**src/rtl/instr_fetch_pkg.sv**
```systemverilog
// Shared types and constants for the instruction fetch memory.
// Optional load port is enabled with IM_LOAD_PORT_EN.
`timescale 1ns/1ps
package instr_fetch_pkg;

   typedef enum logic [1:0] {
      IDLE = 2'd0,
      WAIT = 2'd1,
      RESP = 2'd2
   } state_t;

   localparam int ERR_MISALIGN = 0;
   localparam int ERR_RANGE    = 1;
   localparam int LATENCY_MIN  = 1;
   localparam int LATENCY_MAX  = 4;

   // Whole word a..a+3 lies inside storage; 33-bit sum so no wrap.
   function automatic logic word_in_range(
      input logic [31:0] a,
      input int unsigned nbytes
   );
      return ({1'b0, a} + 33'd3) < 33'(nbytes);
   endfunction

endpackage

```
**src/rtl/im_byte_array.sv**
```systemverilog
// Byte-wide instruction storage: big-endian 4-byte combinational read,
// synchronous word write (tied off unless IM_LOAD_PORT_EN is defined).
`timescale 1ns/1ps
module im_byte_array
   import instr_fetch_pkg::*;
#(
   parameter int MEM_BYTES = 128
) (
   input  logic        clk,
   input  logic [31:0] i_rd_addr,
   output logic [31:0] o_rd_data,
   input  logic        i_wr_en,
   input  logic [31:0] i_wr_addr,
   input  logic [31:0] i_wr_data
);

   localparam int AW = $clog2(MEM_BYTES);

   logic [7:0]    r_mem [MEM_BYTES];
   logic [AW-1:0] w_rd_base;
   logic [AW-1:0] w_wr_base;
   logic          w_rd_ok;
   logic          w_wr_ok;

   assign w_rd_base = i_rd_addr[AW-1:0];
   assign w_wr_base = i_wr_addr[AW-1:0];
   assign w_rd_ok   = word_in_range(i_rd_addr, MEM_BYTES);
   assign w_wr_ok   = word_in_range(i_wr_addr, MEM_BYTES)
                    & (i_wr_addr[1:0] == 2'b00);

   always_comb begin
      o_rd_data = '0;
      if (w_rd_ok) begin
         o_rd_data = {r_mem[w_rd_base],
                      r_mem[w_rd_base + AW'(1)],
                      r_mem[w_rd_base + AW'(2)],
                      r_mem[w_rd_base + AW'(3)]};
      end
   end

   // Storage is deliberately not reset.
   always_ff @(posedge clk) begin
      if (i_wr_en && w_wr_ok) begin
         r_mem[w_wr_base]          <= i_wr_data[31:24];
         r_mem[w_wr_base + AW'(1)] <= i_wr_data[23:16];
         r_mem[w_wr_base + AW'(2)] <= i_wr_data[15:8];
         r_mem[w_wr_base + AW'(3)] <= i_wr_data[7:0];
      end
   end

endmodule

```
**src/rtl/instr_fetch_mem.sv**
```systemverilog
// Fixed-latency instruction fetch memory with flush and error flags.
// Define IM_LOAD_PORT_EN to add the load_valid/load_addr/load_data port.
`timescale 1ns/1ps
module instr_fetch_mem
   import instr_fetch_pkg::*;
#(
   parameter int MEM_BYTES = 128,
   parameter int LATENCY   = 2
) (
   input  logic        clk,
   input  logic        rst_n,
   input  logic        req_valid,
   output logic        req_ready,
   input  logic [31:0] req_addr,
   input  logic        flush,
   output logic        rsp_valid,
   input  logic        rsp_ready,
   output logic [31:0] rsp_instr,
   output logic [1:0]  rsp_err
`ifdef IM_LOAD_PORT_EN
   ,
   input  logic        load_valid,
   input  logic [31:0] load_addr,
   input  logic [31:0] load_data
`endif
);

   localparam int LAT = (LATENCY < LATENCY_MIN) ? LATENCY_MIN :
                        (LATENCY > LATENCY_MAX) ? LATENCY_MAX :
                        LATENCY;

   state_t      r_state;
   state_t      w_state_nxt;
   logic [2:0]  r_cnt;
   logic [2:0]  w_cnt_nxt;
   logic [31:0] r_addr;
   logic [31:0] r_instr;
   logic [1:0]  r_err;
   logic        w_accept;
   logic        w_sample;
   logic        w_load;
   logic [31:0] w_ld_addr;
   logic [31:0] w_ld_data;
   logic [31:0] w_rd_addr;
   logic [31:0] w_rd_data;
   logic [1:0]  w_err;

`ifdef IM_LOAD_PORT_EN
   assign w_load    = load_valid;
   assign w_ld_addr = load_addr;
   assign w_ld_data = load_data;
`else
   assign w_load    = 1'b0;
   assign w_ld_addr = '0;
   assign w_ld_data = '0;
`endif

   assign req_ready = rst_n & (r_state == IDLE) & ~flush & ~w_load;
   assign w_accept  = req_valid & req_ready;
   assign rsp_valid = (r_state == RESP);
   assign rsp_instr = r_instr;
   assign rsp_err   = r_err;

   // With LAT=1 the sample happens on the accept edge, before r_addr holds it.
   assign w_rd_addr = (r_state == IDLE) ? req_addr : r_addr;

   assign w_err[ERR_MISALIGN] = |w_rd_addr[1:0];
   assign w_err[ERR_RANGE]    = ~word_in_range(w_rd_addr, MEM_BYTES);

   im_byte_array #(
      .MEM_BYTES (MEM_BYTES)
   ) u_mem (
      .clk       (clk),
      .i_rd_addr (w_rd_addr),
      .o_rd_data (w_rd_data),
      .i_wr_en   (w_load),
      .i_wr_addr (w_ld_addr),
      .i_wr_data (w_ld_data)
   );

   always_comb begin
      w_state_nxt = r_state;
      w_cnt_nxt   = r_cnt;
      w_sample    = 1'b0;
      unique case (r_state)
         IDLE: begin
            if (w_accept) begin
               if (LAT == 1) begin
                  w_state_nxt = RESP;
                  w_cnt_nxt   = 3'd0;
                  w_sample    = 1'b1;
               end else begin
                  w_state_nxt = WAIT;
                  w_cnt_nxt   = 3'(LAT - 1);
               end
            end
         end
         WAIT: begin
            if (flush) begin
               w_state_nxt = IDLE;
               w_cnt_nxt   = 3'd0;
            end else if (r_cnt <= 3'd1) begin
               w_state_nxt = RESP;
               w_cnt_nxt   = 3'd0;
               w_sample    = 1'b1;
            end else begin
               w_cnt_nxt   = r_cnt - 3'd1;
            end
         end
         RESP: begin
            if (rsp_ready || flush) begin
               w_state_nxt = IDLE;
            end
         end
         default: begin
            w_state_nxt = IDLE;
            w_cnt_nxt   = 3'd0;
         end
      endcase
   end

   always_ff @(posedge clk) begin
      if (!rst_n) begin
         r_state <= IDLE;
         r_cnt   <= 3'd0;
         r_addr  <= '0;
         r_instr <= '0;
         r_err   <= '0;
      end else begin
         r_state <= w_state_nxt;
         r_cnt   <= w_cnt_nxt;
         if (w_accept) begin
            r_addr <= req_addr;
         end
         if (w_sample) begin
            r_instr <= (|w_err) ? 32'd0 : w_rd_data;
            r_err   <= w_err;
         end
      end
   end

endmodule

```
**config.mk**
```make
export PLATFORM = sky130hd
export DESIGN_NAME = instr_fetch_mem
export DESIGN_NICKNAME = d
export VERILOG_FILES = /design/src/rtl/instr_fetch_pkg.sv /design/src/rtl/im_byte_array.sv /design/src/rtl/instr_fetch_mem.sv
export SDC_FILE = /design/constraint.sdc
export NUM_CORES = 1
export LEC_CHECK = 0
export ABC_AREA = 1
export CORE_MARGIN = 3
export CORE_UTILIZATION = 39
export DETAILED_ROUTE_END_ITERATION = 10
export PLACE_DENSITY_LB_ADDON = 0.05
export SYNTH_ARGS = -nofsm -noshare
export SYNTH_HDL_FRONTEND = slang
export SYNTH_SLANG_ARGS = --single-unit
export TNS_END_PERCENT = 100
```
**constraint.sdc**
```tcl
create_clock -name clk -period 2.8 [get_ports clk]
set_input_delay 0.56 -clock clk [delete_from_list [all_inputs] [get_ports clk]]
set_output_delay 0.56 -clock clk [all_outputs]
set_load 0.02 [all_outputs]
```
==> impl_metrics.json, run 1 <==
{
  "drive_above_1_share_pct": 8.58,
  "fp.coreArea_um2": 8460,
  "leakage_nw": 1.85,
  "final_antenna_net_count": 0,
  "cap_viol_max_count": 0,
  "antenna_found_initial": 0,
  "final_common_cell": "nand2_1",
  "outcome": "completed",
  "ir_worst_vdd_uv": 191,
  "start_kind": "flop",
  "grt_setup_unrepaired": "false",
  "grtUsageTotal_pct": 19.4,
  "nets": 703,
  "tritoncts": "done",
  "vias": 3695,
  "port-buffer-count": 40,
  "finalCritPeriodShare_pct": 94.5,
  "crit_type": "reg -> out",
  "min_period_ps": 2650,
  "ys_ff_latch": 39,
  "synthToLayoutAreaGrowth_pct": 14.0,
  "hold_path.class": "reg -> reg",
  "insertion_delay_ps": 290,
  "required_ps": 2240,
  "synth-seq-area-share_pct": 22.4,
  "cts_made_buffers": 5,
  "min_path_cells": 2,
  "first_global_vias": 3302,
  "hold_viol": 0,
  "wl_met3_um": 470,
  "wire_per_inst_um": 12.6,
  "critical_path_peak_fanout": 18,
  "place.gp.congestion": 0.947,
  "num_antenna_cells": 0,
  "worstMarginPinSlew_ps": 518,
  "critPathArrivalTime_ps": 2090,
  "ios": 73,
  "clock-sinks": 39,
  "post_synth_inst_count": 625,
  "max_freq_ghz": 0.378,
  "route.detailed.drc": 0,
  "powerDensity_nw_per_um2": 355,
  "cts_root_buf": "clkbuf_8",
  "hold_buffers": 0,
  "setup_slack_ps": 154,
  "cts_max_level": 2,
  "clk_path_buf_depth": 2,
  "drt_iter0_drc": 204,
  "reg2regPathDepth": 16,
  "setup_tns_ps": 0,
  "syn_area_um2": 3490,
  "initial_core_util_pct": 41.2,
  "wl_met2_mm": 4.41,
  "endpoint_kind": "primary output",
  "die_h_um": 101,
  "final_core_util_pct": 47.0,
  "row_count": 33,
  "drv_slew": 0,
  "die_area_um2": 10100,
  "max_slew_margin_pct": 65.5,
  "m1WireLength_mm": 4.68,
  "final_cell_mix": "nand2_1 (216), inv_1 (74), nor2_1 (62), o21ai_0 (49)",
  "first_pass_iters": 5,
  "grt.overflow.total": 0,
  "setup_viol": 0,
  "power_mw": 1.41,
  "grt_max_degree": 35,
  "path_clk_slew_ps": 80,
  "grt_first_pass_wirelength_mm": 15.8,
  "yosys_warnings": 0,
  "fin_skew_ps": 7.43,
  "via_per_inst": 4.80,
  "drt_wl_total_mm": 9.70,
  "syn_avg_cell_area_um2": 5.58,
  "routed.top_layer": "met4",
  "synth_cell_type_count": 26,
  "dp_slack_ps": 139,
  "die_w_um": 101,
  "dp_hpwl_mm": 7.67
}
==> routing by layer <==
| metal | GRT usage (%) | up-vias |
|---|---|---|
| li1 | - | 1952 |
| met1 | 26.8 | 1640 |
| met2 | 31.6 | 97 |
| met3 | 2.70 | 6 |
| met4 | 5.60 | 0 |
| met5 | 0 | - |
==> path summary, 6_finish.rpt <==
path	from	slack (ps)	to
max	r_state[1]	150	req_ready
min	r_addr[31]	450	r_addr[31]
max reg2reg	r_state[1]	260	rsp_err[1]
min reg2reg	r_addr[31]	450	r_addr[31]
==> kinds of logic (layout without fill, tap and decap cells) <==
group / count (synthesis) / in the layout / share of synthesized area (%)
AOI/OAI and AO/OA: 107 / 107 / 16.0
DFF: 39 / 39 / 22.4
adders and majority gates: 2 / 2 / 0.717
buffers and inverters: 130 / 137 / 19.2
other: 1 / 32 / 0.108
xor gates and xnor gates: 2 / 2 / 0.502
and+or+nand+nor: 344 / 345 / 41.1
==> metrics by stage <==
stage	cell area [um2]	hold slack [ps]	std cells
after global placement	3880	433	761
after detailed placement	3880	441	761
after floorplan	3600	425	656
after CTS	3970	454	768
final	3980	449	769
after global routing	3980	475	769
==> worst max-delay path, stage by stage (launching register included) <==
cell	delay, ps
dfxtp_1	390
inv_1	110
nand2_2	220
buf_4	280
nor3_2	160
clkdlybuf4s50_1	640
==> synth_stat cells <==
| library cell | number | area share, % |
|---|---|---|
| buf_2 | 3 | 0.43 |
| clkbuf_1 | 9 | 0.97 |
| nand3b_1 | 3 | 0.65 |
| ha_1 | 2 | 0.72 |
| nor2_4 | 2 | 0.65 |
| nand3_1 | 33 | 4.7 |
| xor2_1 | 2 | 0.50 |
| o21ai_2 | 5 | 1.3 |
| a211oi_1 | 1 | 0.22 |
| nor2_1 | 62 | 6.7 |
| o21ai_1 | 11 | 1.6 |
| buf_4 | 33 | 7.1 |
| dfxtp_1 | 39 | 22 |
| conb_1 | 1 | 0.11 |
| o21a_1 | 1 | 0.22 |
| o21ai_0 | 49 | 7.0 |
| a21oi_1 | 40 | 5.7 |
| inv_2 | 4 | 0.43 |
| inv_1 | 74 | 8.0 |
| nor3_2 | 1 | 0.29 |
| nand3_2 | 1 | 0.29 |
| nand4_1 | 2 | 0.36 |
| nor2_2 | 17 | 3.0 |
| nand2_1 | 217 | 23 |
| nand2_2 | 6 | 1.1 |
| buf_6 | 7 | 2.3 |
==> timing repair <==
action	4_1_cts	5_1_grt
endpoints found under the hold margin	0	0
buffers inserted	0	0
gates resized for setup	0	0
endpoints found under the setup margin	0	1
==> registers in the layout, summed over array words and instances (netlist names) <==
name,cells
r_state,2
rsp_err,2
r_addr,32
r_cnt,3
==> layout make-up <==
cell class                 instances  area [um2]
timing repair buffer              52         515
clock inverter                     1        5.00
clock buffer                       6        82.6
sequential                        39         781
multi-input combinational        488        2170
fill                             960        4490
tap                              105         131
inverter                          78         293
==> where the power goes <==
group          total (mW)  internal, mW  switching, mW
clock               0.400         0.194          0.206
sequential          0.596         0.583         0.0132
combinational       0.415         0.146          0.269
total                1.41         0.922          0.489
Power figures use the tool's default switching activity.
==> run 2, diff against run 1 <==
--- a/config.mk
+++ b/config.mk
@@ -10,6 +10,7 @@
 export CORE_UTILIZATION = 39
 export DETAILED_ROUTE_END_ITERATION = 10
 export PLACE_DENSITY_LB_ADDON = 0.05
+export RECOVER_POWER = 100
 export SYNTH_ARGS = -nofsm -noshare
 export SYNTH_HDL_FRONTEND = slang
 export SYNTH_SLANG_ARGS = --single-unit
==> run 2 against run 1 <==
Compared with the run above:
- power is essentially flat
- non-clock buffer count did not move
- final area decreased by 0.28%
- routed wire length is 0.35% lower
- global-route usage is the same
- clock skew is essentially flat
- sequential share of layout area is 0.056 points higher
- combinational power barely moved
- largest power group unchanged
==> impl_metrics.json, run 2 (same netlist as run 1, synthesis figures left out) <==
{
  "outcome": "completed",
  "fin_skew_ps": 7.61,
  "first_global_vias": 3302,
  "vias": 3682,
  "worstMarginPinSlew_ps": 562,
  "power_mw": 1.41,
  "critical_path_peak_fanout": 18,
  "cts-resized-gates": 0,
  "fp.coreArea_um2": 8460,
  "post_cts_buffers": 0,
  "cap_viol_max_count": 0,
  "clk_path_buf_depth": 2,
  "ios": 73,
  "path_clk_slew_ps": 80,
  "final_cell_mix": "nand2_1 (217), inv_1 (74), nor2_1 (62), o21ai_0 (50), a21oi_1 (40)",
  "crit_chain": "inv_1, nand2_2, buf_4, nor3_2, clkdlybuf4s50_1",
  "row_count": 33,
  "start_kind": "flop",
  "initial_core_util_pct": 41.2,
  "biggestRegsByFlops": "r_addr x32, r_cnt x3",
  "grt_max_degree": 35,
  "fin_area_um2": 3970,
  "placed_area_um2": 3880,
  "final_core_util_pct": 46.9,
  "insertion_delay_ps": 290,
  "grt_setup_unrepaired": "false",
  "leakage_nw": 1.85,
  "min_period_ps": 2640,
  "die_h_um": 101,
  "grt.overflow.total": 0,
  "antenna_found_initial": 0,
  "place.gp.congestion": 0.947,
  "path_buf_inv": 3,
  "max_slew_margin_pct": 62.5,
  "tritoncts": "done",
  "holdWs_ps": 449,
  "finalCritPeriodShare_pct": 94.3,
  "cts_made_buffers": 5,
  "dp_hpwl_mm": 7.67,
  "powerDensity_nw_per_um2": 356,
  "nets": 703,
  "cts_root_buf": "clkbuf_8",
  "hold_buffers": 0,
  "first_pass_iters": 5,
  "setup_tns_ps": 0,
  "drive_above_1_share_pct": 8.28,
  "drv_slew": 0,
  "endpoint_kind": "primary output",
  "via_per_inst": 4.79,
  "final_common_cell": "nand2_1",
  "clock-sinks": 39,
  "route.detailed.drc": 0,
  "required_ps": 2240,
  "grtUsageTotal_pct": 19.4,
  "crit_type": "reg -> out",
  "hold_path.class": "reg -> reg",
  "synthToLayoutAreaGrowth_pct": 13.7,
  "worst_path_max_delay_cell": "clkdlybuf4s50_1",
  "slowest_delay_ps": 640,
  "wire_per_inst_um": 12.6,
  "drt_wl_total_mm": 9.67,
  "cts_max_level": 2,
  "ir_worst_vdd_uv": 192,
  "port-buffer-count": 40,
  "num_antenna_cells": 0,
  "grt_first_pass_wirelength_mm": 15.8,
  "n_fill_cell": 963,
  "die_area_um2": 10100,
  "regMostFlops": "r_addr",
  "largest_register_ffs": 32,
  "max_freq_ghz": 0.379,
  "hold_viol": 0,
  "setup_viol": 0,
  "drt_iter0_drc": 209,
  "crit_family": "buffers and inverters",
  "die_w_um": 101,
  "critPathArrivalTime_ps": 2080,
  "final_antenna_net_count": 0
}
[run 2: worst register-to-register path: stages, from the launching register on]
cell and delay (ps):
dfxtp_1 470, inv_1 100, nand2_2 290, buf_4 270
nand2_1 70, nand2_1 110, nand2_2 100, nor2_2 230
nand2_1 130, nor2_1 170, nand2_1 70, nand2_1 90
nand2_1 50, nor2_1 80, nand2_1 60, nor2_1 100
a21oi_1 60
[run 2: worst paths after layout]
path         startpoint          to  slack [ps]  cells past startpoint
min          r_addr[31]  r_addr[31]         450                      2
max reg2reg  r_state[1]  rsp_err[1]         250                     16
max          r_state[1]   req_ready         160                      5
min reg2reg  r_addr[31]  r_addr[31]         450                      2
[run 2: final cells by class]
| class | instances | area, um2 | share of cell area (%) |
|---|---|---|---|
| clock inverter | 1 | 5.00 | 0.126 |
| inverter | 78 | 293 | 7.38 |
| timing repair buffer | 52 | 507 | 12.8 |
| tap | 105 | 131 | 3.31 |
| clock buffer | 6 | 82.6 | 2.08 |
| multi-input combinational | 488 | 2170 | 54.6 |
| sequential | 39 | 781 | 19.7 |
[run 2: through the flow]
stage               instances  setup WS (ps)
finish                    769            159
global route              769           6.34
CTS                       768            150
detailed placement        761            139
global placement          761            134
floorplan                 656            883
[run 2: routing by layer]
| layer | track usage, % | routed length (um) | vias to the layer above |
|---|---|---|---|
| li1 | - | - | 1952 |
| met1 | 26.8 | 4670 | 1636 |
| met2 | 31.6 | 4400 | 88 |
| met3 | 2.70 | 455 | 6 |
| met4 | 5.60 | 138 | 0 |
| met5 | 0 | 0 | - |
[run 2: report_power, final]
group / internal, mW / switching (mW) / leakage (nW)
Sequential: 0.583 / 0.0132 / 0.319
Combinational: 0.144 / 0.269 / 1.49
Clock: 0.194 / 0.208 / 0.0470
Total: 0.921 / 0.490 / 1.85
==> run 3, diff against run 2 <==
--- a/config.mk
+++ b/config.mk
@@ -9,6 +9,7 @@
 export CORE_MARGIN = 3
 export CORE_UTILIZATION = 39
 export DETAILED_ROUTE_END_ITERATION = 10
+export DONT_BUFFER_PORTS = 1
 export PLACE_DENSITY_LB_ADDON = 0.05
 export RECOVER_POWER = 100
 export SYNTH_ARGS = -nofsm -noshare
==> run 3 against run 2 <==
Compared with the run above:
- routed wire length decreased by 4.3%
- register-to-register slack improved by 130 ps
- final cell count decreased by 5.7%
- die area unchanged
- combinational power decreased by 19%
- first-iteration DRC count decreased by 38%
- setup slack improved by 220 ps
- via count decreased by 5.5%
- non-clock buffer count decreased by 45
- largest power group unchanged
==> impl_metrics.json, run 3 (same netlist as run 1, synthesis figures left out) <==
{
  "path_clk_slew_ps": 80,
  "setup_tns_ps": 0,
  "final_cell_mix": "nand2_1 (217), inv_1 (74), nor2_1 (62), o21ai_0 (49), a21oi_1 (40)",
  "drt_iter0_drc": 129,
  "cts_made_buffers": 5,
  "final_antenna_net_count": 0,
  "ff_latch_area_um2": 781,
  "p_int_mw": 0.852,
  "grtUsageTotal_pct": 19.0,
  "combPwrFrac_pct": 25.1,
  "clk_path_buf_depth": 2,
  "via_per_inst": 4.80,
  "row_count": 33,
  "clock_power_share_pct": 30.0,
  "ff2ff_setup_slack_ps": 380,
  "antenna_found_initial": 0,
  "worstMarginPinSlew_ps": 591,
  "die_h_um": 101,
  "biggestRegsByFlops": "r_addr x32, r_cnt x3",
  "grt_setup_unrepaired": "false",
  "fp.coreArea_um2": 8460,
  "first_pass_iters": 4,
  "worstSetupStartpoint": "r_state[1]",
  "max_slew_margin_pct": 60.5,
  "r2r_start": "r_state[1]",
  "cts_max_level": 2,
  "insertion_delay_ps": 300,
  "reg2regPathDepth": 15,
  "die_w_um": 101,
  "min_path_cells": 2,
  "initial_core_util_pct": 41.2,
  "clock-sinks": 39,
  "first_global_vias": 3271,
  "place.gp.congestion": 0.902,
  "grt_max_degree": 44,
  "synthToLayoutAreaGrowth_pct": 1.00,
  "port-buffer-count": 0,
  "fin_skew_ps": 4.52,
  "cap_viol_max_count": 0,
  "crit_chain": "nor2_4, buf_12, nand2_1, nand2_1, nand2_1, nor2_2, nand3_1, nor2_1, nand2_1, nand2_1, nand2_1, nor2_1, nand2_1, nor2_1, a21oi_1",
  "outcome": "completed",
  "ios": 73,
  "r2r-end": "rsp_err[1]",
  "critical_path_peak_fanout": 36,
  "drv_slew": 0,
  "grt_first_pass_wirelength_mm": 15.6,
  "max_freq_ghz": 0.413,
  "n_fill_cell": 950,
  "leakage_nw": 1.65,
  "dp_hpwl_mm": 7.28,
  "cts_root_buf": "clkbuf_8",
  "required_ps": 3000,
  "final_common_cell": "nand2_1",
  "num_antenna_cells": 0,
  "p_seq_share_pct": 44.9,
  "wire_per_inst_um": 12.8,
  "min_period_ps": 2420,
  "hold_viol": 0,
  "start_kind": "flop",
  "powerDensity_nw_per_um2": 377,
  "nets": 658,
  "die_area_um2": 10100,
  "post_cts_buffers": 0,
  "setup_viol": 0,
  "drt_wl_total_mm": 9.25,
  "power.switching_mw": 0.477,
  "regMostFlops": "r_addr",
  "multi_input_area_um2": 2170,
  "setup.worst_path.end": "rsp_err[1]",
  "worst_path_max_delay_cell": "dfxtp_1",
  "ir_worst_vdd_uv": 153,
  "tritoncts": "done",
  "route.detailed.drc": 0,
  "power_mw": 1.33,
  "switching_share_pct": 35.9,
  "endpoint_kind": "flop",
  "grt.overflow.total": 0,
  "hold_path.class": "in -> reg",
  "drive_above_1_share_pct": 8.06,
  "crit_type": "reg -> reg",
  "finalCritPeriodShare_pct": 86.5,
  "largest_register_ffs": 32,
  "slowest_delay_ps": 390,
  "crit_top_cell": "nand2_1",
  "vias": 3481,
  "critPathArrivalTime_ps": 2620
}
run 3: cell count changes in the layout (fill, tap and decap cells not counted), moves of 2 or more:
cell	delta
buf_4	-2
clkdlybuf4s50_1	-36
clkbuf_2	-2
dlygate4sd3_1	-4
run 3: routing by layer:
metal	track usage [%]	wire length, um
met5	0	0
met4	7.46	161
met3	4.84	526
met2	30.7	4180
met1	24.1	4380
run 3: per-stage QoR:
step	util (%)	cell area [um2]	hold slack, ps	std cells	worst slack (ps)
floorplan	-	3600	425	656	883
global placement	40.6	3430	433	716	303
detailed placement	40.6	3430	440	716	298
CTS	41.6	3520	382	724	283
global route	41.6	3520	381	725	52.5
finish	41.6	3520	392	725	377
run 3: how the worst min path moves through the flow:
stage	startpoint	endpoint	slack, ps
after floorplan	r_addr[30]	r_addr[30]	420
after global placement	r_addr[30]	r_addr[30]	430
after detailed placement	r_addr[30]	r_addr[30]	440
after CTS	rst_n	r_addr[6]	380
after global routing	rst_n	r_addr[29]	380
final	rst_n	r_addr[24]	390
run 3: timing repair:
item	in CTS	in global routing
hold buffers	0	0
setup endpoints to repair	0	1
resized for setup	0	1
run 3: area by class of cell:
cell class                 instances  area share [%]
clock inverter                     2           0.355
multi-input combinational        488            61.6
sequential                        39            22.2
clock buffer                       6            2.06
timing repair buffer               7            1.74
tap                              105            3.73
inverter                          78            8.31
run 3: critical path, delay by kind of cell (launching register included):
kind,cells,cell delay [ps]
AOI/OAI and AO/OA,1,60
buffers and inverters,1,230
DFF,1,390
and+or+nand+nor,13,1630
run 3: power by group through the flow:
stage | clock network, mW | registers, mW | logic, mW
6_report | 0.398 | 0.597 | 0.334
3_5_place_dp | 0 | 0.610 | 0.332
5_1_grt | 0.440 | 0.600 | 0.387
4_1_cts | 0.419 | 0.597 | 0.333
3_3_place_gp | 0 | 0.610 | 0.333
2_1_floorplan | 0 | 0.606 | 0.315
==> RTL edit 1, RTL diff (settings of run 2) <==
`MEM_BYTES` is set to 128 in 2 places; all go to 256.
--- a/src/rtl/im_byte_array.sv
+++ b/src/rtl/im_byte_array.sv
@@ -4,7 +4,7 @@
 module im_byte_array
    import instr_fetch_pkg::*;
 #(
-   parameter int MEM_BYTES = 128
+   parameter int MEM_BYTES = 256
 ) (
    input  logic        clk,
    input  logic [31:0] i_rd_addr,
--- a/src/rtl/instr_fetch_mem.sv
+++ b/src/rtl/instr_fetch_mem.sv
@@ -4,7 +4,7 @@
 module instr_fetch_mem
    import instr_fetch_pkg::*;
 #(
-   parameter int MEM_BYTES = 128,
+   parameter int MEM_BYTES = 256,
    parameter int LATENCY   = 2
 ) (
    input  logic        clk,
Function: changed (Yosys sat finds a counterexample within 4 cycles, from zero or initial values and one cycle with rst_n low).
==> RTL edit 1 against run 2 <==
  * Wire length fell by 2.3%
  * Synthesized cell count fell by 2.7%
  * Power fell by 1.0%
  * Via count fell by 2.6%
  * Clock skew rose by 0.0049 ns
  * Synthesized area barely moved
  * Die area barely moved
  * Sequential cell count did not move
  * Worst setup slack got worse by 0.014 ns
  * Worst hold slack improved by 0.0081 ns
  * Cell area fell by 1.8%
  * Non-clock buffer count fell by 6
  * Fmax fell by 0.53%
==> RTL edit 1: results (changes against run 2) <==
[clock_tree]
cts_max_level=2  ; unchanged
root_buffer=clkbuf_8  ; unchanged
worstSkewPairLatency_ns=0.31  ; was 0.29 ns
clockBufferDepth=2  ; unchanged
cts_made_buffers=5  ; unchanged
cts_resized=0  ; unchanged
post_cts_buffers=0  ; unchanged

[drt]
drtIter0Drc=193  ; was 209
dr_total_vias=3586  ; was 3682
route.met2.wl_mm=4.156  ; was 4.403 mm
avgViaCountPerCell=4.801  ; was 4.788
wl_mm=9.449  ; was 9.667 mm
firstDrtPassIters=6  ; was 5
routed.top_layer=met4  ; unchanged
wirelength_met1_mm=4.606  ; was 4.670 mm
routed-wl-met3_um=556  ; was 455 µm

[critical_path]
worstPathArrival_ns=2.09
rr_worst_depth=15  ; was 16
critical_path.top_delay_family=buffers and inverters  ; unchanged
slowest_delay_ns=0.67  ; was 0.64 ns
critPathMaxFanout=3  ; was 18
slowest_stage=clkdlybuf4s50_1  ; unchanged

[yosys]
yosys_warnings=0  ; unchanged
synth_fa_ha_area_share_pct=0.7176  ; was 0.7174%
ys_types=32  ; was 26
avgSynthCellArea_um2=5.735  ; was 5.581 µm²
yosys_most_used_dff=dfxtp_1  ; unchanged
synth_area_leaders=nand2_1 (23%), dfxtp_1 (22%), buf_4 (7.1%)  ; was nand2_1 (23%), dfxtp_1 (22%), inv_1 (8.0%)
synthArstFlopShare_pct=0  ; unchanged
synth_xor_area_share_pct=0.2512  ; was 0.5022%
ys_seq_area_share_pct=22.39  ; was 22.38%
netlist_top_cells_count=nand2_1 (217), inv_1 (66), nor2_1 (62), o21ai_0 (42)  ; was nand2_1 (217), inv_1 (74), nor2_1 (62), o21ai_0 (49), a21oi_1 (40)
synth_compound_area_share_pct=15.46  ; was 16.03%

[place]
gp_congestion=0.9060  ; was 0.9465
dp_hpwl_mm=7.414  ; was 7.670 mm
pre_cts_slack_ns=0.1580  ; was 0.1394 ns
port_buffers=40  ; unchanged
dp.cells=739  ; was 761
place_area_mm2=0.003829  ; was 0.003884 mm²

[global_routing]
grt_use_met1_pct=26.53  ; was 26.79%
grt_max_degree=66  ; was 35
grtUsageMet3_pct=3.391  ; was 2.699%
grt.total_usage_pct=18.98  ; was 19.44%
grt_pass1_vias=3231  ; was 3302
use_met2_pct=30.53  ; was 31.60%
grt_pass1_wl_mm=15.55  ; was 15.84 mm
antenna_found_initial=0  ; unchanged

[sta]
worst_slew_pin_slew_ns=1.088  ; was 0.5625 ns
clock-skew-final_ns=0.01248  ; was 0.007612 ns

[hold_path]
min_path_type=flip-flop to flip-flop  ; unchanged
whs_path_depth=2  ; unchanged

[cells_and_area]
final_nets=680  ; was 703
drive_gt1_share_pct=7.632  ; was 8.283%

[outcome]
outcome=finished, final reports clean  ; unchanged

[pwr]
max-vdd-ir-drop_uv=154.6  ; was 191.7 µV
p_leak_nw=1.743  ; was 1.851 nW

[RTL edit 1: changes by cell type after synthesis, sizes merged, moves of 3 or more]
cell	change
nand4	+4
o21ai	-9
nand3	-9
o21bai	+3
inv	-12
nor2	-6
nand2	+9
[RTL edit 1: where the power goes]
part / internal (mW) / switching (mW)
logic: 0.131 / 0.253
registers: 0.581 / 0.0129
clock network: 0.174 / 0.244
[RTL edit 1: final cells by class]
cell class                      instances  area [µm²]
Fill cell                             938        4569
Clock buffer                            5       68.82
Inverter                               67       251.5
Clock inverter                          3       20.02
Sequential cell                        39       780.7
Tap cell                              105       131.4
Multi-Input combinational cell        482        2196
Timing Repair Buffer                   46       446.7
[RTL edit 1: worst paths after layout]
path	startpoint	end	slack, ns
min	r_addr[31]	r_addr[31]	0.46
max reg2reg	r_state[1]	rsp_err[1]	0.39
min reg2reg	r_addr[31]	r_addr[31]	0.46
max	flush	req_ready	0.15
==> RTL edit 2, RTL diff (settings of run 2) <==
Made on the original files. Register the output `rsp_err` once more, cleared by the reset; this adds one clock of latency there. The other outputs are not delayed to match.
--- a/src/rtl/instr_fetch_mem.sv
+++ b/src/rtl/instr_fetch_mem.sv
@@ -59,7 +59,13 @@
    assign w_accept  = req_valid & req_ready;
    assign rsp_valid = (r_state == RESP);
    assign rsp_instr = r_instr;
-   assign rsp_err   = r_err;
+   always_ff @(posedge clk) begin
+      if (!rst_n) begin
+         rsp_err <= '0;
+      end else begin
+         rsp_err <= r_err;
+      end
+   end
 
    // With LAT=1 the sample happens on the accept edge, before r_addr holds it.
    assign w_rd_addr = (r_state == IDLE) ? req_addr : r_addr;
Formal check against the unedited RTL: not equivalent (Yosys sat finds a counterexample within 4 cycles, from zero or initial values and one cycle with rst_n low).
==> RTL edit 2 against run 2 <==
  * Non-clock buffer count decreased by 4
  * Fmax decreased by 2.5%
  * Worst setup slack got worse by 0.068 ns
  * Cell area about the same
  * Die area increased by 0.91%
  * Worst hold slack got worse by 0.0045 ns
  * Sequential cell count increased by 2
  * Synthesized area increased by 0.97%
  * Global-route usage increased by 0.43 points
  * Power increased by 1.6%
  * Wire length increased by 2.2%
  * Sequential power increased by 4.5%
  * Largest cell class unchanged
==> RTL edit 2: results (changes against run 2) <==
[outcome]
outcome=finished, final reports clean  ; unchanged

[hold_path]
min_delay_worst_endpoint=rsp_err[0]  ; was r_addr[31]
holdCritStartpoint=r_err[0]  ; was r_addr[31]

[cells_and_area]
inverters=84  ; was 78
multi_input_area_mm2=0.002147  ; was 0.002167 mm²
final_nets=680  ; was 703
num-multi-input-gates=461  ; was 488
final-clk-cell-share_pct=2.113  ; was 2.208%
seq-cell-share_pct=20.69  ; was 19.68%
nFillCells=1000  ; was 963
signal_buffers=48  ; was 52
drive_gt1_share_pct=7.944  ; was 8.283%
layout.clock_buffers=7  ; was 6

[place]
dp_hpwl_mm=7.703  ; was 7.670 mm
port_buffers=40  ; unchanged
gp_congestion=0.9316  ; was 0.9465

[pwr]
p_leak_nw=1.902  ; was 1.851 nW
max-vdd-ir-drop_uv=170.3  ; was 191.7 µV

[critical_path]
rr_worst_depth=15  ; was 16
critPathMaxFanout=2  ; was 18
reg2reg_to=r_err[1]  ; was rsp_err[1]
worstPathArrival_ns=2.15  ; was 2.08 ns
critical_path.top_delay_family=buffers and inverters  ; unchanged

[global_routing]
grt_max_degree=54  ; was 35
grt_pass1_vias=3272  ; was 3302
grt.total_usage_pct=19.87  ; was 19.44%
grt_pass1_wl_mm=16.00  ; was 15.84 mm
grtUsageMet3_pct=2.491  ; was 2.699%
grt_use_met1_pct=26.07  ; was 26.79%

[yosys]
synthArstFlopShare_pct=0  ; unchanged
netlist_top_cells_count=nand2_1 (198), inv_1 (80), nor2_1 (62), dfxtp_1 (41)  ; was nand2_1 (217), inv_1 (74), nor2_1 (62), o21ai_0 (49), a21oi_1 (40)
synthMuxAreaShare_pct=0  ; unchanged
synth-seq-cells=41  ; was 39
ys_types=32  ; was 26
ys_seq_area_share_pct=23.30  ; was 22.38%
synth_fa_ha_area_share_pct=0.7105  ; was 0.7174%
synth_compound_area_share_pct=13.75  ; was 16.03%
synth_area_leaders=dfxtp_1 (23%), nand2_1 (21%), inv_1 (8.5%)  ; was nand2_1 (23%), dfxtp_1 (22%), inv_1 (8.0%)
synth_xor_area_share_pct=0.2487  ; was 0.5022%

[drt]
avgViaCountPerCell=4.764  ; was 4.788
drtIter0Drc=157  ; was 209
firstDrtPassIters=4  ; was 5

[sta]
worst_slew_pin_slew_ns=1.465  ; was 0.5625 ns
hold_ws_ns=0.4448  ; was 0.4494 ns

[clock_tree]
clockBufferDepth=2  ; unchanged
post_cts_buffers=0  ; unchanged

-- RTL edit 2: cell count changes after synthesis, sizes merged, moves of 2 or more --
cell    change
o21ai      -14
nand2      -10
inv         +6
nand4       +5
nor2        -4
buf         -3
nand3       -3
dfxtp       +2
nand3b      -2
o21bai      +2
-- RTL edit 2: how the worst max path moves through the flow --
stage,startpoint,to,slack (ns),cells past startpoint
finish,rst_n,req_ready,0.09,4
global placement,req_addr[12],r_err[1],0.13,14
detailed placement,req_addr[17],r_err[1],0.16,15
CTS,rst_n,req_ready,0.20,4
global route,r_state[1],r_err[1],0.03,16
floorplan,r_state[1],r_cnt[2],0.84,9
-- RTL edit 2: routing by layer --
metal  vias up  wire (µm)
met5         -          0
met4         0        276
li1       1881          -
met3        17        420
met1      1601       4574
met2        74       4605
-- RTL edit 2: cell families (layout without fill, tap and decap cells) --
family,after synthesis,after routing
flip-flops,41,41
AND/OR/NAND/NOR,332,332
other,1,32
adder cells (fa/ha/maj),2,2
buffers and inverters,134,140
AO/OA/AOI/OAI,94,94
XOR/XNOR,1,1
-- RTL edit 2: through the flow --
| step | std cells | power [mW] | setup WS (ns) | util, % | instance area [µm²] |
|---|---|---|---|---|---|
| after floorplan | 636 | 0.9520 | 0.8421 | - | 3638 |
| after global placement | 742 | 1.047 | 0.1309 | 44.46 | 3896 |
| after detailed placement | 742 | 1.050 | 0.1618 | 44.46 | 3896 |
| after CTS | 750 | 1.458 | 0.2023 | 45.42 | 3980 |
| after global routing | 750 | 1.532 | 0.02675 | 45.27 | 3968 |
| final | 750 | 1.433 | 0.09185 | 45.27 | 3968 |
-- RTL edit 2: power by group --
group	total (mW)	leakage (nW)	internal, mW	switching (mW)
Combinational	0.411	1.53	0.139	0.271
Clock	0.399	0.0385	0.177	0.222
Sequential	0.623	0.334	0.610	0.0133
